## config.mk

```make
export PLATFORM = sky130hd
export DESIGN_NAME = pll_lock_ctrl
export DESIGN_NICKNAME = d
export VERILOG_FILES = /design/src/rtl/pll_ctrl_pkg.sv /design/src/rtl/pll_edge_sync.sv /design/src/rtl/pll_lock_ctrl.sv
export SDC_FILE = /design/constraint.sdc
export NUM_CORES = 1
export LEC_CHECK = 0
export CORE_MARGIN = 2
export CORE_UTILIZATION = 40
export CTS_BUF_LIST = sky130_fd_sc_hd__clkbuf_16
export CTS_CLUSTER_SIZE = 40
export DETAILED_ROUTE_END_ITERATION = 8
export PLACE_DENSITY = 0.6
export SYNTH_ARGS = -nofsm -noshare
export SYNTH_HDL_FRONTEND = slang
export SYNTH_SLANG_ARGS = --single-unit
```

## constraint.sdc

```tcl
create_clock -name CK -period 3.5 [get_ports CK]
set_clock_uncertainty 0.1 [all_clocks]
set_input_delay 0.35 -clock CK [delete_from_list [all_inputs] [get_ports CK]]
set_output_delay 0.35 -clock CK [all_outputs]
set_load 0.01 [all_outputs]
```

## src/rtl/pll_ctrl_pkg.sv

```systemverilog
// Shared types for the PLL lock supervisor: FSM state encoding and synchroniser depth.
package pll_ctrl_pkg;

    typedef enum logic [1:0] {
        ST_OFF,
        ST_SETTLE,
        ST_MEASURE,
        ST_LOCKED
    } pll_state_e;

    localparam int unsigned SYNC_STAGES = 2;

endpackage

```

## src/rtl/pll_edge_sync.sv

```systemverilog
// Brings an asynchronous clock-like input into the CK domain and emits a one-cycle pulse per rising edge.
module pll_edge_sync
    import pll_ctrl_pkg::*;
(
    input  logic ck_i,
    input  logic rst_ni,
    input  logic d_i,
    output logic rise_o
);

    logic [SYNC_STAGES-1:0] sync_q;
    logic                   hist_q;

    always_ff @(posedge ck_i or negedge rst_ni) begin
        if (!rst_ni) begin
            sync_q <= '0;
            hist_q <= 1'b0;
        end else begin
            sync_q <= {sync_q[SYNC_STAGES-2:0], d_i};
            hist_q <= sync_q[SYNC_STAGES-1];
        end
    end

    assign rise_o = sync_q[SYNC_STAGES-1] & ~hist_q;

endmodule

```

## src/rtl/pll_lock_ctrl.sv

```systemverilog
// PLL supervisor: powers the PLL up, waits a settle time, then counts CK_FB edges per CK_REF window to decide lock.
module pll_lock_ctrl
    import pll_ctrl_pkg::*;
#(
    parameter int unsigned WIN     = 64,
    parameter int unsigned TOL     = 2,
    parameter int unsigned CW      = 8,
    parameter int unsigned SETTLE  = 1024,
    parameter int unsigned LOCK_N  = 4,
    parameter int unsigned TMO_N   = 16,
    parameter int unsigned REF_TMO = 4096
) (
    input  logic          CK,
    input  logic          RST_N,
    input  logic          EN,
    input  logic          CK_REF,
    input  logic          CK_FB,
    output logic          PWRUP,
    output logic          LOCK,
    output logic          TIMEOUT,
    output logic [CW-1:0] FB_CNT,
    output logic          MEAS_VLD
);

    localparam int unsigned SCW = $clog2(SETTLE + 1);
    localparam int unsigned RCW = $clog2(WIN + 1);
    localparam int unsigned GCW = $clog2(LOCK_N + 1);
    localparam int unsigned WCW = $clog2(TMO_N + 1);
    localparam int unsigned DCW = $clog2(REF_TMO + 1);

    pll_state_e     state_q;
    logic [SCW-1:0] settle_cnt_q;
    logic [RCW-1:0] ref_cnt_q;
    logic [CW-1:0]  fb_cnt_q;
    logic [GCW-1:0] good_cnt_q;
    logic [WCW-1:0] win_cnt_q;
    logic [DCW-1:0] wdog_q;
    logic           armed_q;
    logic           pwrup_q;
    logic           lock_q;
    logic           timeout_q;
    logic [CW-1:0]  fb_last_q;
    logic           meas_vld_q;

    logic           ref_rise;
    logic           fb_rise;
    logic [CW-1:0]  fb_cnt_d;
    logic [GCW-1:0] good_cnt_d;
    logic [WCW-1:0] win_cnt_d;
    logic           win_good_d;
    logic           win_close_d;
    logic           wdog_exp_d;

    pll_edge_sync u_ref_sync (.ck_i(CK), .rst_ni(RST_N), .d_i(CK_REF), .rise_o(ref_rise));
    pll_edge_sync u_fb_sync  (.ck_i(CK), .rst_ni(RST_N), .d_i(CK_FB),  .rise_o(fb_rise));

    always_comb begin
        fb_cnt_d    = (fb_cnt_q == '1) ? fb_cnt_q : fb_cnt_q + CW'(1);
        good_cnt_d  = (good_cnt_q == GCW'(LOCK_N)) ? good_cnt_q : good_cnt_q + GCW'(1);
        win_cnt_d   = (win_cnt_q == WCW'(TMO_N)) ? win_cnt_q : win_cnt_q + WCW'(1);
        win_good_d  = (fb_cnt_q >= CW'(WIN - TOL)) && (fb_cnt_q <= CW'(WIN + TOL));
        win_close_d = ref_rise && !armed_q && (ref_cnt_q == RCW'(WIN - 1));
        wdog_exp_d  = !ref_rise && (wdog_q == DCW'(REF_TMO - 1));
    end

    always_ff @(posedge CK or negedge RST_N) begin
        if (!RST_N) begin
            state_q      <= ST_OFF;
            settle_cnt_q <= '0;
            ref_cnt_q    <= '0;
            fb_cnt_q     <= '0;
            good_cnt_q   <= '0;
            win_cnt_q    <= '0;
            wdog_q       <= '0;
            armed_q      <= 1'b0;
            pwrup_q      <= 1'b0;
            lock_q       <= 1'b0;
            timeout_q    <= 1'b0;
            fb_last_q    <= '0;
            meas_vld_q   <= 1'b0;
        end else begin
            meas_vld_q <= 1'b0;
            if (!EN) begin
                state_q      <= ST_OFF;
                settle_cnt_q <= '0;
                ref_cnt_q    <= '0;
                fb_cnt_q     <= '0;
                good_cnt_q   <= '0;
                win_cnt_q    <= '0;
                wdog_q       <= '0;
                armed_q      <= 1'b0;
                pwrup_q      <= 1'b0;
                lock_q       <= 1'b0;
                timeout_q    <= 1'b0;
            end else begin
                case (state_q)
                    ST_OFF: begin
                        state_q      <= ST_SETTLE;
                        pwrup_q      <= 1'b1;
                        settle_cnt_q <= '0;
                    end
                    ST_SETTLE: begin
                        if (settle_cnt_q == SCW'(SETTLE - 1)) begin
                            state_q    <= ST_MEASURE;
                            armed_q    <= 1'b1;
                            ref_cnt_q  <= '0;
                            fb_cnt_q   <= '0;
                            good_cnt_q <= '0;
                            win_cnt_q  <= '0;
                            wdog_q     <= '0;
                        end else begin
                            settle_cnt_q <= settle_cnt_q + SCW'(1);
                        end
                    end
                    default: begin
                        // Lost reference aborts the open window and re-arms on the next ref edge.
                        if (wdog_exp_d) begin
                            state_q    <= ST_MEASURE;
                            lock_q     <= 1'b0;
                            timeout_q  <= 1'b1;
                            armed_q    <= 1'b1;
                            ref_cnt_q  <= '0;
                            fb_cnt_q   <= '0;
                            good_cnt_q <= '0;
                            win_cnt_q  <= '0;
                            wdog_q     <= '0;
                        end else begin
                            wdog_q <= ref_rise ? '0 : wdog_q + DCW'(1);
                            if (armed_q) begin
                                if (ref_rise) begin
                                    armed_q   <= 1'b0;
                                    ref_cnt_q <= '0;
                                    fb_cnt_q  <= '0;
                                end
                            end else if (win_close_d) begin
                                fb_last_q  <= fb_cnt_q;
                                meas_vld_q <= 1'b1;
                                ref_cnt_q  <= '0;
                                fb_cnt_q   <= fb_rise ? CW'(1) : '0;
                                good_cnt_q <= win_good_d ? good_cnt_d : '0;
                                if (state_q == ST_LOCKED) begin
                                    if (!win_good_d) begin
                                        state_q   <= ST_MEASURE;
                                        lock_q    <= 1'b0;
                                        win_cnt_q <= '0;
                                    end else begin
                                        win_cnt_q <= win_cnt_d;
                                    end
                                end else begin
                                    win_cnt_q <= win_cnt_d;
                                    if (win_good_d && (good_cnt_d == GCW'(LOCK_N))) begin
                                        state_q <= ST_LOCKED;
                                        lock_q  <= 1'b1;
                                    end else if (win_cnt_d == WCW'(TMO_N)) begin
                                        timeout_q <= 1'b1;
                                    end
                                end
                            end else begin
                                if (ref_rise) ref_cnt_q <= ref_cnt_q + RCW'(1);
                                if (fb_rise)  fb_cnt_q  <= fb_cnt_d;
                            end
                        end
                    end
                endcase
            end
        end
    end

    assign PWRUP    = pwrup_q;
    assign LOCK     = lock_q;
    assign TIMEOUT  = timeout_q;
    assign FB_CNT   = fb_last_q;
    assign MEAS_VLD = meas_vld_q;

endmodule

```

**Word-level counts from Yosys, hierarchy flattened**

Index checks and enable logic that the tools add are counted.

- Add/subtract/negate cells: 6
- Order comparisons: 2
- Equality and inequality tests: 33
- Mux-type cells: 81
- Bitwise operators: 7
- Reductions and logical operators: 18

Operator list:

| cell | number |
|---|---|
| 2-to-1 mux 8 bit | 8 |
| 2-to-1 mux 13 bit | 4 |
| 2-to-1 mux 7 bit | 7 |
| 2-to-1 mux 5 bit | 8 |
| 2-to-1 mux 1 bit | 29 |
| one-hot mux 13 bit (2 select lines) | 1 |
| 2-to-1 mux 11 bit | 2 |
| one-hot mux 11 bit (2 select lines) | 1 |
| 2-to-1 mux 3 bit | 7 |
| AND reduction 5 bit | 4 |
| 2-to-1 mux 2 bit | 8 |
| one-hot mux 8 bit (2 select lines) | 1 |
| one-hot mux 7 bit (2 select lines) | 1 |
| adder 13 x 1 -> 13 bit, second input constant | 1 |
| == test 13 x 12 -> 1 bit, second input constant | 1 |
| != test 3 bit, second input constant | 4 |
| != test 6 x 1 -> 1 bit, second input constant | 2 |
| adder 11 x 1 -> 11 bit, second input constant | 1 |
| == test 11 x 10 -> 1 bit, second input constant | 1 |
| == test 5 bit, second input constant | 2 |
| != test 5 x 1 -> 1 bit, second input constant | 2 |
| != test 5 x 2 -> 1 bit, second input constant | 2 |
| one-hot mux 5 bit (2 select lines) | 1 |
| != test 3 x 1 -> 1 bit, second input constant | 3 |
| 31 further kinds | 46 |

- Register bits after elaboration: 68
- Input bits: 5
- Output and inout bits: 12
- Logic and storage cells: 164

**Depth between registers and ports, before layout**

Gate-level depths: netlist of run 1.

- Word-level depth: 11
- Gate-level depth with buffers: 7
- Gate-level depth less buffers: 7

**By module**

From an unflattened synthesis of run 1, not the netlist that was laid out.

- Cell total of the unflattened synthesis: 413
- Area total of the unflattened synthesis: 3871.2 µm²

By module, submodules not included:

| module | instances | cells an instance | area each (µm²) | sequential area each (µm²) |
|---|---|---|---|---|
| pll_lock_ctrl | 1 | 405 | 3693.5 | 1551.5 |
| pll_edge_sync | 2 | 4 | 88.8 | 75.1 |

**Least setup slack after synthesis of run 1**

No wires, ideal clock.

- Path kind: register to register
- Start: register good_cnt_q[0]
- End: register state_q[0]
- Setup time: 116 ps
- Arrival time: 1881 ps
- Required time: 3284 ps
- Slack: 1403 ps
- Stages on the path, launching flop included: 8
- Buffers on the path: 0
- Period minus slack after synthesis: 2097 ps
- Path through: dfrtp_1 -> inv_1 -> ha_1 -> or3b_1 -> a311oi_1 -> o211ai_1 -> a221o_1 -> o311ai_0

- Word-level cells in the longest chain between the ends: 6
- Elaborated cells between the ends (all ways): 7
- Those cells by class: 1 x add/sub; 3 x eq/ne; 1 x mux; 2 x reduce/logical

Ends and longest elaborated chain:

| what | RTL line | text |
|---|---|---|
| start, declared | pll_lock_ctrl.sv:35 | `logic [GCW-1:0] good_cnt_q;` |
| start signal, assigned | pll_lock_ctrl.sv:140 | `good_cnt_q <= win_good_d ? good_cnt_d : '0;` |
| adder 3 x 1 -> 3 bit / == test 3 bit (equally long branches) | pll_lock_ctrl.sv:59 | `good_cnt_d = (good_cnt_q == GCW'(LOCK_N)) ? good_cnt_q : good_cnt_q + GCW'(1);` |
| 2-to-1 mux 3 bit * | pll_lock_ctrl.sv:59 |  |
| == test 3 bit * | pll_lock_ctrl.sv:151 | `if (win_good_d && (good_cnt_d == GCW'(LOCK_N))) begin` |
| logical AND 1 bit * | pll_lock_ctrl.sv:151 |  |
| != test 6 x 1 -> 1 bit (no line) * | -- |  |
| AND reduction 5 bit (no line) * | -- |  |
| end signal, assigned | pll_lock_ctrl.sv:118 | `state_q <= ST_MEASURE;` |
| end signal, assigned | pll_lock_ctrl.sv:143 | `state_q <= ST_MEASURE;` |
| end signal, assigned | pll_lock_ctrl.sv:152 | `state_q <= ST_LOCKED;` |
| end, declared | pll_lock_ctrl.sv:31 | `pll_state_e state_q;` |

Every way passes the cells marked *; elsewhere a longest branch is shown, timed or not.
A chain may end at the register's enable or synchronous reset.

**Worst setup path in the final report of run 1**

- Start: register wdog_q[0]
- End: register ref_cnt_q[3]

- Word-level cells in the longest chain between the ends: 5
- Elaborated cells between the ends (all ways): 8
- Those cells by class: 3 x eq/ne; 3 x mux; 2 x reduce/logical

Ends and longest elaborated chain:

| what | RTL line | text |
|---|---|---|
| start, declared | pll_lock_ctrl.sv:37 | `logic [DCW-1:0] wdog_q;` |
| start signal, assigned | pll_lock_ctrl.sv:128 | `wdog_q <= ref_rise ? '0 : wdog_q + DCW'(1);` |
| == test 13 x 12 -> 1 bit * | pll_lock_ctrl.sv:63 | `wdog_exp_d = !ref_rise && (wdog_q == DCW'(REF_TMO - 1));` |
| logical AND 1 bit * | pll_lock_ctrl.sv:63 |  |
| 2-to-1 mux 7 bit | pll_lock_ctrl.sv:117 | `if (wdog_exp_d) begin` |
| one-hot mux 7 bit (2 select lines) | pll_lock_ctrl.sv:96 | `case (state_q)` |
| 2-to-1 mux 7 bit | pll_lock_ctrl.sv:83 | `if (!EN) begin` |
| end signal, assigned | pll_lock_ctrl.sv:159 | `if (ref_rise) ref_cnt_q <= ref_cnt_q + RCW'(1);` |
| end, declared | pll_lock_ctrl.sv:33 | `logic [RCW-1:0] ref_cnt_q;` |

Marked as above.

==> results of run 1 <==
cell usage after synthesis, types with 7 or more instances:
library cell	count
nand2b_1	9
o21ai_0	29
ha_1	9
o22ai_1	11
nand4_1	12
mux2_2	9
clkbuf_1	8
nand2_1	33
nor3_1	9
xnor2_1	7
o211ai_1	7
a31oi_1	13
nand3_1	30
nor2_1	26
inv_1	27
a21oi_1	10
dfrtp_1	68
nor2b_1	7
final timing paths:
path                            slack [ns]  cells after the start                            end                           from
worst min register to register        0.25                      0  u_fb_sync.sync_q[1]$_DFF_PN0_  u_fb_sync.sync_q[0]$_DFF_PN0_
worst max register to register        0.81                      6       ref_cnt_q[3]$_DFFE_PN0P_          wdog_q[0]$_DFFE_PN0P_
max in group asynchronous             2.13                      3       ref_cnt_q[5]$_DFFE_PN0P_                          RST_N
worst max-delay path                  0.81                      6       ref_cnt_q[3]$_DFFE_PN0P_          wdog_q[0]$_DFFE_PN0P_
worst min-delay path                  0.25                      0  u_fb_sync.sync_q[1]$_DFF_PN0_  u_fb_sync.sync_q[0]$_DFF_PN0_
min in group asynchronous             0.42                      2       win_cnt_q[0]$_DFFE_PN0P_                          RST_N
report_power, final:
part,switching (mW),internal (mW)
registers,0.0194,0.803
clock network,0.348,0.620
logic,0.0885,0.0442
per-stage QoR:
| step | hold slack, ns | std cells |
|---|---|---|
| final | 0.248 | 558 |
| after global routing | 0.260 | 558 |
| after CTS | 0.249 | 558 |
| after detailed placement | 0.236 | 541 |
| after global placement | 0.233 | 541 |
| after floorplan | -0.0456 | 405 |
metal layers:
metal | part of all wire | vias up | global-route usage | routed length, µm
met3 | 0.036 | 9 | 0.0404 | 310
met4 | 0.013 | 0 | 0.0626 | 108
met5 | 0 | - | 0 | 0
met2 | 0.47 | 63 | 0.274 | 4040
met1 | 0.48 | 1579 | 0.246 | 4170
li1 | - | 1547 | - | -
cell type report:
| cell class | count | share of cell area |
|---|---|---|
| Timing Repair Buffer | 21 | 0.0438 |
| Clock buffer | 9 | 0.0505 |
| Sequential cell | 68 | 0.381 |
| Clock inverter | 7 | 0.0208 |
| Multi-Input combinational cell | 297 | 0.445 |
| Inverter | 27 | 0.0227 |
| Tap cell | 129 | 0.0362 |
worst max-delay path: stages (launching register included):
cell,delay [ns]
dfrtp_1,0.42
ha_1,0.25
nand3_1,0.28
nor2_1,0.22
a211oi_4,0.77
nand4_1,0.34
o22ai_1,0.21
sequential cells by signal (all words and copies together) (netlist names):
| register | count |
|---|---|
| wdog_q | 13 |
| settle_cnt_q | 11 |
| FB_CNT | 8 |
| fb_cnt_q | 8 |
| ref_cnt_q | 7 |
| win_cnt_q | 5 |
| good_cnt_q | 3 |
| state_q | 2 |
| u_fb_sync.sync_q | 2 |
| u_ref_sync.sync_q | 2 |
| LOCK | 1 |
| MEAS_VLD | 1 |
| PWRUP | 1 |
| TIMEOUT | 1 |
| armed_q | 1 |
| u_fb_sync.hist_q | 1 |
| u_ref_sync.hist_q | 1 |
logic make-up after synthesis:
kind of cell / synth area share
flops: 0.443
compound gates: 0.193
mux: 0.0368
buf+inv: 0.0413
fa+ha+maj: 0.0293
xor+xnor: 0.0160
simple gates: 0.241
==> out/metrics.yaml, run 1 <==
yosys:
  synth_top_area_share: 0.443
  synthDistinctLibCells: 59
  synth_edf_count: 0
  ys.flop_type: "dfrtp_1"
  synth.cell_area_um2: 3840
  yosys-top-cells-area: "dfrtp_1 44%, nand3_1 3.9%, o21ai_0 3.8%"
  yosysTopAreaCell: "dfrtp_1"
  synth_fp_nets: 419
  yosysWarnings: 0
  synth_cells: 405
  synth_area_per_cell_um2: 9.49
  synth_seq_area_share: 0.443
  synth_seq_cells: 68
  synthArstFlopShare: 1.00
critical_path:
  crit_type: "flop to flop"
  path_max_fanout: 17
  worstSetupEndpointType: "flop"
  required_ns: 3.64
  startpoint_type: "flop"
  arrival_ns: 2.83
layout:
  drive_above_1_share: 0.117
  fin_util: 0.480
  final_nets: 438
  n_fill_cell: 878
  finalInstanceArea_um2: 4460
  n_antenna_cell: 0
  layout_common_cells: "68 x dfrtp_1, 33 x nand2_1, 30 x nand3_1"
  syn2layout_area_growth_pct: 16.0
  multiInputGateArea_um2: 1980
  register_area_um2: 1700
  layout_commonest_cell: "dfrtp_1"
floorplan:
  start_util: 0.414
  die-width_um: 102
  pin_count: 17
  row_count: 35
  die-area_um2: 10400
  coreArea_um2: 9280
  die_height_um: 102
cts:
  cts_setup_buffers: 0
  cts_tree: "yes"
  clockBufferDepth: 2
  cts.sinks: 68
  htree_levels: 3
  clockRootBuffer: "clkbuf_16"
  clk_latency_ns: 0.34
  path_clk_slew_ns: 0.06
  numCtsBuffers: 9
  postCtsHoldBufs: 1
  cts.repair.resized: 0
sta:
  fin_ws_ns: 0.812
  tightestPinTransition_ns: 0.939
  slew_viol_final: 0
  fmax_mhz: 372
  hold_viol_final: 0
  finalSetupTns_ns: 0
  rsz0062_at_grt: "no"
  slew_headroom: 0.367
  period_minus_slack_ns: 2.69
  fin_crit_sh: 0.768
  setup_violations: 0
place:
  dp_slack_ns: 0.785
  postPlaceCellArea_um2: 4130
  portBuffers: 16
  gp_congestion: 0.790
  hpwl_um: 5940
global_route:
  grt_max_degree: 28
  grt-ovfl-total: 0
  grt_first_pass_wirelength_um: 14600
  grt_pass1_vias: 3014
  antenna_found_initial: 0
  grt_usage: 0.177
route:
  routed-via-count: 3198
  dr.pass1.iters: 5
  drcViolationCount: 0
  vias_per_cell: 5.73
  first_iter_violations: 154
  wire_per_inst_um: 15.5
  routed_wl_um: 8630
  ant_nets: 0
outcome:
  status: "finished clean"
flow_run:
  cap_violations: 0
hold_path:
  hold_path_class: "flop to flop"
pwr:
  power.density_nw_per_um2: 431
  p_leak_nw: 1.79
  p_total_mw: 1.92
  irDropWorstVdd_mv: 0.281
Power figures use the tool's default switching activity.
==> run 2, diff against run 1 <==
==> constraint.sdc (replaced) <==
create_clock -name CK -period 2.5 [get_ports CK]
set_clock_uncertainty 0.1 [all_clocks]
set_input_delay 0.25 -clock CK [delete_from_list [all_inputs] [get_ports CK]]
set_output_delay 0.25 -clock CK [all_outputs]
set_load 0.01 [all_outputs]
==> out/metrics.yaml, run 2 (synthesized netlist as in run 1, its figures left out) <==
outcome:
  status: "finished clean"
floorplan:
  die_height_um: 102  # unchanged
  die-width_um: 102  # unchanged
  start_util: 0.414  # unchanged
  coreArea_um2: 9280  # unchanged
  pin_count: 17  # unchanged
  die-area_um2: 10400  # unchanged
  row_count: 35  # unchanged
critical_path:
  worstSetupEndpointType: "flop"
  startpoint_type: "flop"
  arrival_ns: 2.41  # -0.42 ns
  crit_type: "flop to flop"
  required_ns: 2.62  # -1.02 ns
  path_max_fanout: 7  # -10
route:
  routed-via-count: 3206  # +0.25%
  ant_nets: 0  # unchanged
  first_iter_violations: 100  # -35%
  dr.pass1.iters: 4  # -1
  drcViolationCount: 0  # unchanged
  routed_wl_um: 8610  # -0.28%
  wire_per_inst_um: 15.0  # -3.1%
  vias_per_cell: 5.59  # -2.5%
hold_path:
  hold_path_class: "input port to flop"
cts:
  htree_levels: 3  # unchanged
  path_clk_slew_ns: 0.06  # about the same
  cts.sinks: 68  # unchanged
  clockRootBuffer: "clkbuf_16"
  clockBufferDepth: 2  # unchanged
  numCtsBuffers: 9  # unchanged
  cts_setup_buffers: 0  # unchanged
  cts.repair.resized: 0  # unchanged
  cts_tree: "yes"
  postCtsHoldBufs: 1  # unchanged
  clk_latency_ns: 0.34  # about the same
sta:
  fmax_mhz: 437  # +18%
  period_minus_slack_ns: 2.29  # -0.402 ns
  tightestPinTransition_ns: 0.788  # -0.152 ns
  fin_ws_ns: 0.214  # -0.598 ns
  rsz0062_at_grt: "no"
  fin_crit_sh: 0.914  # +0.146
  slew_viol_final: 0  # unchanged
  setup_violations: 0  # unchanged
  finalSetupTns_ns: 0  # unchanged
  hold_viol_final: 0  # unchanged
  whs_ns: 0.245  # -0.00378 ns
  slew_headroom: 0.475  # +0.108
layout:
  top_regs: "wdog_q: 13 flops, settle_cnt_q: 11 flops"
  n_antenna_cell: 0  # unchanged
  layout_commonest_cell: "dfrtp_1"
  syn2layout_area_growth_pct: 20.3
  drive_above_1_share: 0.151  # +0.0340
  largest_reg_flops: 13  # unchanged
  n_fill_cell: 854  # -2.7%
  finalInstanceArea_um2: 4620  # +3.7%
  fin_util: 0.498  # +0.0177
  final_nets: 454  # +3.7%
  top_register: "wdog_q"
  layout_common_cells: "68 x dfrtp_1, 33 x nand2_1, 30 x nand3_1"
global_route:
  grt_max_degree: 37  # +32%
  antenna_found_initial: 0  # unchanged
  grt_pass1_vias: 3133  # +3.9%
  grt_first_pass_wirelength_um: 15000  # +2.3%
  grt_usage: 0.181  # +0.00405
  grt-ovfl-total: 0  # unchanged
place:
  gp_congestion: 0.860  # +8.8%
  portBuffers: 16  # unchanged
  hpwl_um: 6200  # +4.3%
  postPlaceCellArea_um2: 4270  # +3.2%
  dp_slack_ns: 0.139  # -0.646 ns
pwr:
  power.density_nw_per_um2: 613  # +42%
  p_leak_nw: 1.88  # +5.4%
  irDropWorstVdd_mv: 0.310  # +11%
flow_run:
  cap_violations: 0  # unchanged
==> run 2: cell count changes in the layout (fill, tap and decap cells not counted) <==
cell / previous run / this run
buf_4: 4 / 19
buf_12: 0 / 1
bufinv_16: 2 / 3
clkinv_2: 1 / 0
clkinv_4: 1 / 2
clkinvlp_4: 2 / 1
inv_1: 28 / 27
inv_6: 0 / 1
==> run 2: where the power goes <==
group	total [mW]	switching [mW]	internal (mW)
Clock	1.48	0.504	0.980
Combinational	0.198	0.124	0.0737
Sequential	1.15	0.0279	1.12
Total	2.83	0.656	2.18
==> run 2: worst paths after layout <==
| kind | endpoint | cells past startpoint | startpoint | slack (ns) |
|---|---|---|---|---|
| worst max-delay path | state_q[0]$_DFFE_PN0P_ | 7 | good_cnt_q[0]$_DFFE_PN0P_ | 0.21 |
| max in group asynchronous | wdog_q[9]$_DFFE_PN0P_ | 3 | RST_N | 1.21 |
| worst min register to register | u_ref_sync.sync_q[1]$_DFF_PN0_ | 0 | u_ref_sync.sync_q[0]$_DFF_PN0_ | 0.25 |
| min in group asynchronous | win_cnt_q[2]$_DFFE_PN0P_ | 2 | RST_N | 0.43 |
| worst min-delay path | u_fb_sync.sync_q[0]$_DFF_PN0_ | 1 | CK_FB | 0.24 |
| worst max register to register | state_q[0]$_DFFE_PN0P_ | 7 | good_cnt_q[0]$_DFFE_PN0P_ | 0.21 |
==> run 2: worst max-delay path, cell delays in order, from the launching register on <==
cell,delay (ns)
dfrtp_1,0.43
inv_1,0.08
ha_1,0.24
or3b_1,0.37
a311oi_1,0.36
o211ai_1,0.19
a221o_1,0.31
o311ai_0,0.09
==> run 2: routing by layer <==
layer	wire, µm	share of wire	global-route usage	up-vias
met3	283	0.033	0.0315	13
met2	3960	0.46	0.291	52
li1	-	-	-	1582
met1	4230	0.49	0.244	1559
met5	0	0	0	-
met4	141	0.016	0.0718	0
==> run 2: cell type report <==
| type | instances | area (µm²) | share of cell area |
|---|---|---|---|
| Sequential cell | 68 | 1700 | 0.368 |
| Tap cell | 129 | 161 | 0.0349 |
| Clock buffer | 9 | 225 | 0.0487 |
| Multi-Input combinational cell | 297 | 1980 | 0.429 |
| Timing Repair Buffer | 37 | 328 | 0.0709 |
| Inverter | 27 | 101 | 0.0219 |
| Clock inverter | 7 | 124 | 0.0268 |
==> run 2: stage by stage <==
stage / power, mW / instances
2_1_floorplan: 1.29 / 405
3_3_place_gp: 1.37 / 557
3_5_place_dp: 1.37 / 557
4_1_cts: 2.86 / 574
5_1_grt: 2.95 / 574
6_report: 2.83 / 574
==> run 3, diff against run 2 <==
--- a/config.mk
+++ b/config.mk
@@ -5,10 +5,8 @@
 export SDC_FILE = /design/constraint.sdc
 export NUM_CORES = 1
 export LEC_CHECK = 0
-export CORE_MARGIN = 2
 export CORE_UTILIZATION = 40
 export CTS_BUF_LIST = sky130_fd_sc_hd__clkbuf_16
-export CTS_CLUSTER_SIZE = 40
 export DETAILED_ROUTE_END_ITERATION = 8
 export PLACE_DENSITY = 0.6
 export SYNTH_ARGS = -nofsm -noshare
==> out/metrics.yaml, run 3 (synthesized netlist as in run 1, its figures left out) <==
outcome:
  status: "finished clean"
layout:
  layout_commonest_cell: "dfrtp_1"
  final_nets: 454  # unchanged
  largest_reg_flops: 13  # unchanged
  drive_above_1_share: 0.146  # -0.00449
  syn2layout_area_growth_pct: 18.8
  fin_util: 0.492  # -0.00620
  n_antenna_cell: 0  # unchanged
  top_regs: "wdog_q: 13 flops, settle_cnt_q: 11 flops"
  top_register: "wdog_q"
  layout_common_cells: "68 x dfrtp_1, 33 x nand2_1, 30 x nand3_1"
  finalInstanceArea_um2: 4570  # -1.2%
  n_fill_cell: 881  # +3.2%
place:
  hpwl_um: 6030  # -2.7%
  portBuffers: 16  # unchanged
  dp_slack_ns: 0.155  # +0.0156 ns
  postPlaceCellArea_um2: 4270  # unchanged
  gp_congestion: 0.817  # -4.9%
cts:
  clockRootBuffer: "clkbuf_16"
  htree_levels: 3  # unchanged
  clockBufferDepth: 2  # unchanged
  numCtsBuffers: 9  # unchanged
  clk_latency_ns: 0.33  # about the same
  cts_tree: "yes"
  path_clk_slew_ns: 0.05  # about the same
  cts.sinks: 68  # unchanged
  cts.repair.resized: 0  # unchanged
sta:
  slew_headroom: 0.584  # +0.109
  fmax_mhz: 428  # -2.1%
  tightestPinTransition_ns: 0.624  # -0.164 ns
  fin_crit_sh: 0.934  # +0.0197
  rsz0062_at_grt: "no"
  setup_violations: 0  # unchanged
  hold_viol_final: 0  # unchanged
  fin_ws_ns: 0.165  # -0.0494 ns
  period_minus_slack_ns: 2.34  # +0.0494 ns
  finalSetupTns_ns: 0  # unchanged
  slew_viol_final: 0  # unchanged
critical_path:
  path_cells: "inv_1, ha_1, or3b_1, a311oi_1, o211ai_1, a221o_1, o311ai_0"
  path_delay_family: "compound AO/OA/AOI/OAI gates"
  path_max_fanout: 7  # unchanged
  startpoint_type: "flop"
  arrival_ns: 2.44  # +0.03 ns
  max_stage_delay_ns: 0.43  # about the same
  required_ns: 2.61  # about the same
  crit_buf_inv: 1  # unchanged
  cp_slowest_cell: "dfrtp_1"
  worstSetupEndpointType: "flop"
  crit_type: "flop to flop"
floorplan:
  die-width_um: 100  # -2.0%
  start_util: 0.414  # unchanged
  pin_count: 17  # unchanged
  die-area_um2: 10000  # -3.9%
  coreArea_um2: 9280  # unchanged
  die_height_um: 100  # -2.0%
  row_count: 35  # unchanged
route:
  routed-via-count: 3203  # -0.094%
  vias_per_cell: 5.58  # about the same
  wire_per_inst_um: 14.8  # -1.0%
  ant_nets: 0  # unchanged
  routed_wl_um: 8520  # -1.0%
  dr.pass1.iters: 4  # unchanged
  first_iter_violations: 155  # +55%
  drcViolationCount: 0  # unchanged
hold_path:
  hold_path_class: "flop to flop"
pwr:
  power.density_nw_per_um2: 567  # -7.5%
  p_leak_nw: 1.85  # -1.6%
  irDropWorstVdd_mv: 0.231  # -25%
global_route:
  grt_usage: 0.190  # +0.00832
  grt_first_pass_wirelength_um: 14800  # -0.97%
  grt-ovfl-total: 0  # unchanged
  grt_max_degree: 69  # +86%
  antenna_found_initial: 0  # unchanged
  grt_pass1_vias: 3100  # -1.1%
flow_run:
  cap_violations: 0  # unchanged
[run 3: power breakdown]
part	internal [mW]	switching [mW]	total [mW]
Combinational	0.0741	0.126	0.200
Clock	0.766	0.471	1.24
Sequential	1.12	0.0276	1.15
Total	1.96	0.624	2.59
[run 3: layout make-up]
cell class                      instances  area, µm²  share of cell area
Timing Repair Buffer                   37        328              0.0718
Sequential cell                        68       1700               0.373
Clock buffer                            9        225              0.0493
Inverter                               27        101              0.0222
Multi-Input combinational cell        297       1980               0.434
Clock inverter                          7       66.3              0.0145
Tap cell                              129        161              0.0353
[run 3: path summary, 6_finish.rpt]
check	startpoint	to	slack (ns)	cells after the start
worst min-delay path	u_ref_sync.sync_q[0]$_DFF_PN0_	u_ref_sync.sync_q[1]$_DFF_PN0_	0.25	0
worst max register to register	good_cnt_q[0]$_DFFE_PN0P_	state_q[0]$_DFFE_PN0P_	0.16	7
min in group asynchronous	RST_N	win_cnt_q[4]$_DFFE_PN0P_	0.37	3
worst max-delay path	good_cnt_q[0]$_DFFE_PN0P_	state_q[0]$_DFFE_PN0P_	0.16	7
max in group asynchronous	RST_N	wdog_q[12]$_DFFE_PN0P_	1.60	3
worst min register to register	u_ref_sync.sync_q[0]$_DFF_PN0_	u_ref_sync.sync_q[1]$_DFF_PN0_	0.25	0
[run 3: per-stage QoR]
stage          total power, mW  hold slack [ns]  cells
2_1_floorplan             1.29           -0.146    405
3_3_place_gp              1.37            0.203    557
3_5_place_dp              1.37            0.202    557
4_1_cts                   2.62            0.248    574
5_1_grt                   2.71            0.250    574
6_report                  2.59            0.246    574
[run 3: per-layer routing]
layer  vias up  GRT usage  routed length (µm)
met5         -          0                   0
met4         0     0.0591                  99
met3         9     0.0529                 268
met2        53      0.298                3910
met1      1566      0.255                4240
li1       1575          -                   -
[run 3: repair_timing]
item	in CTS	in global routing
hold buffers	1	0
setup buffers	0	0
endpoints found under the hold margin	68	0
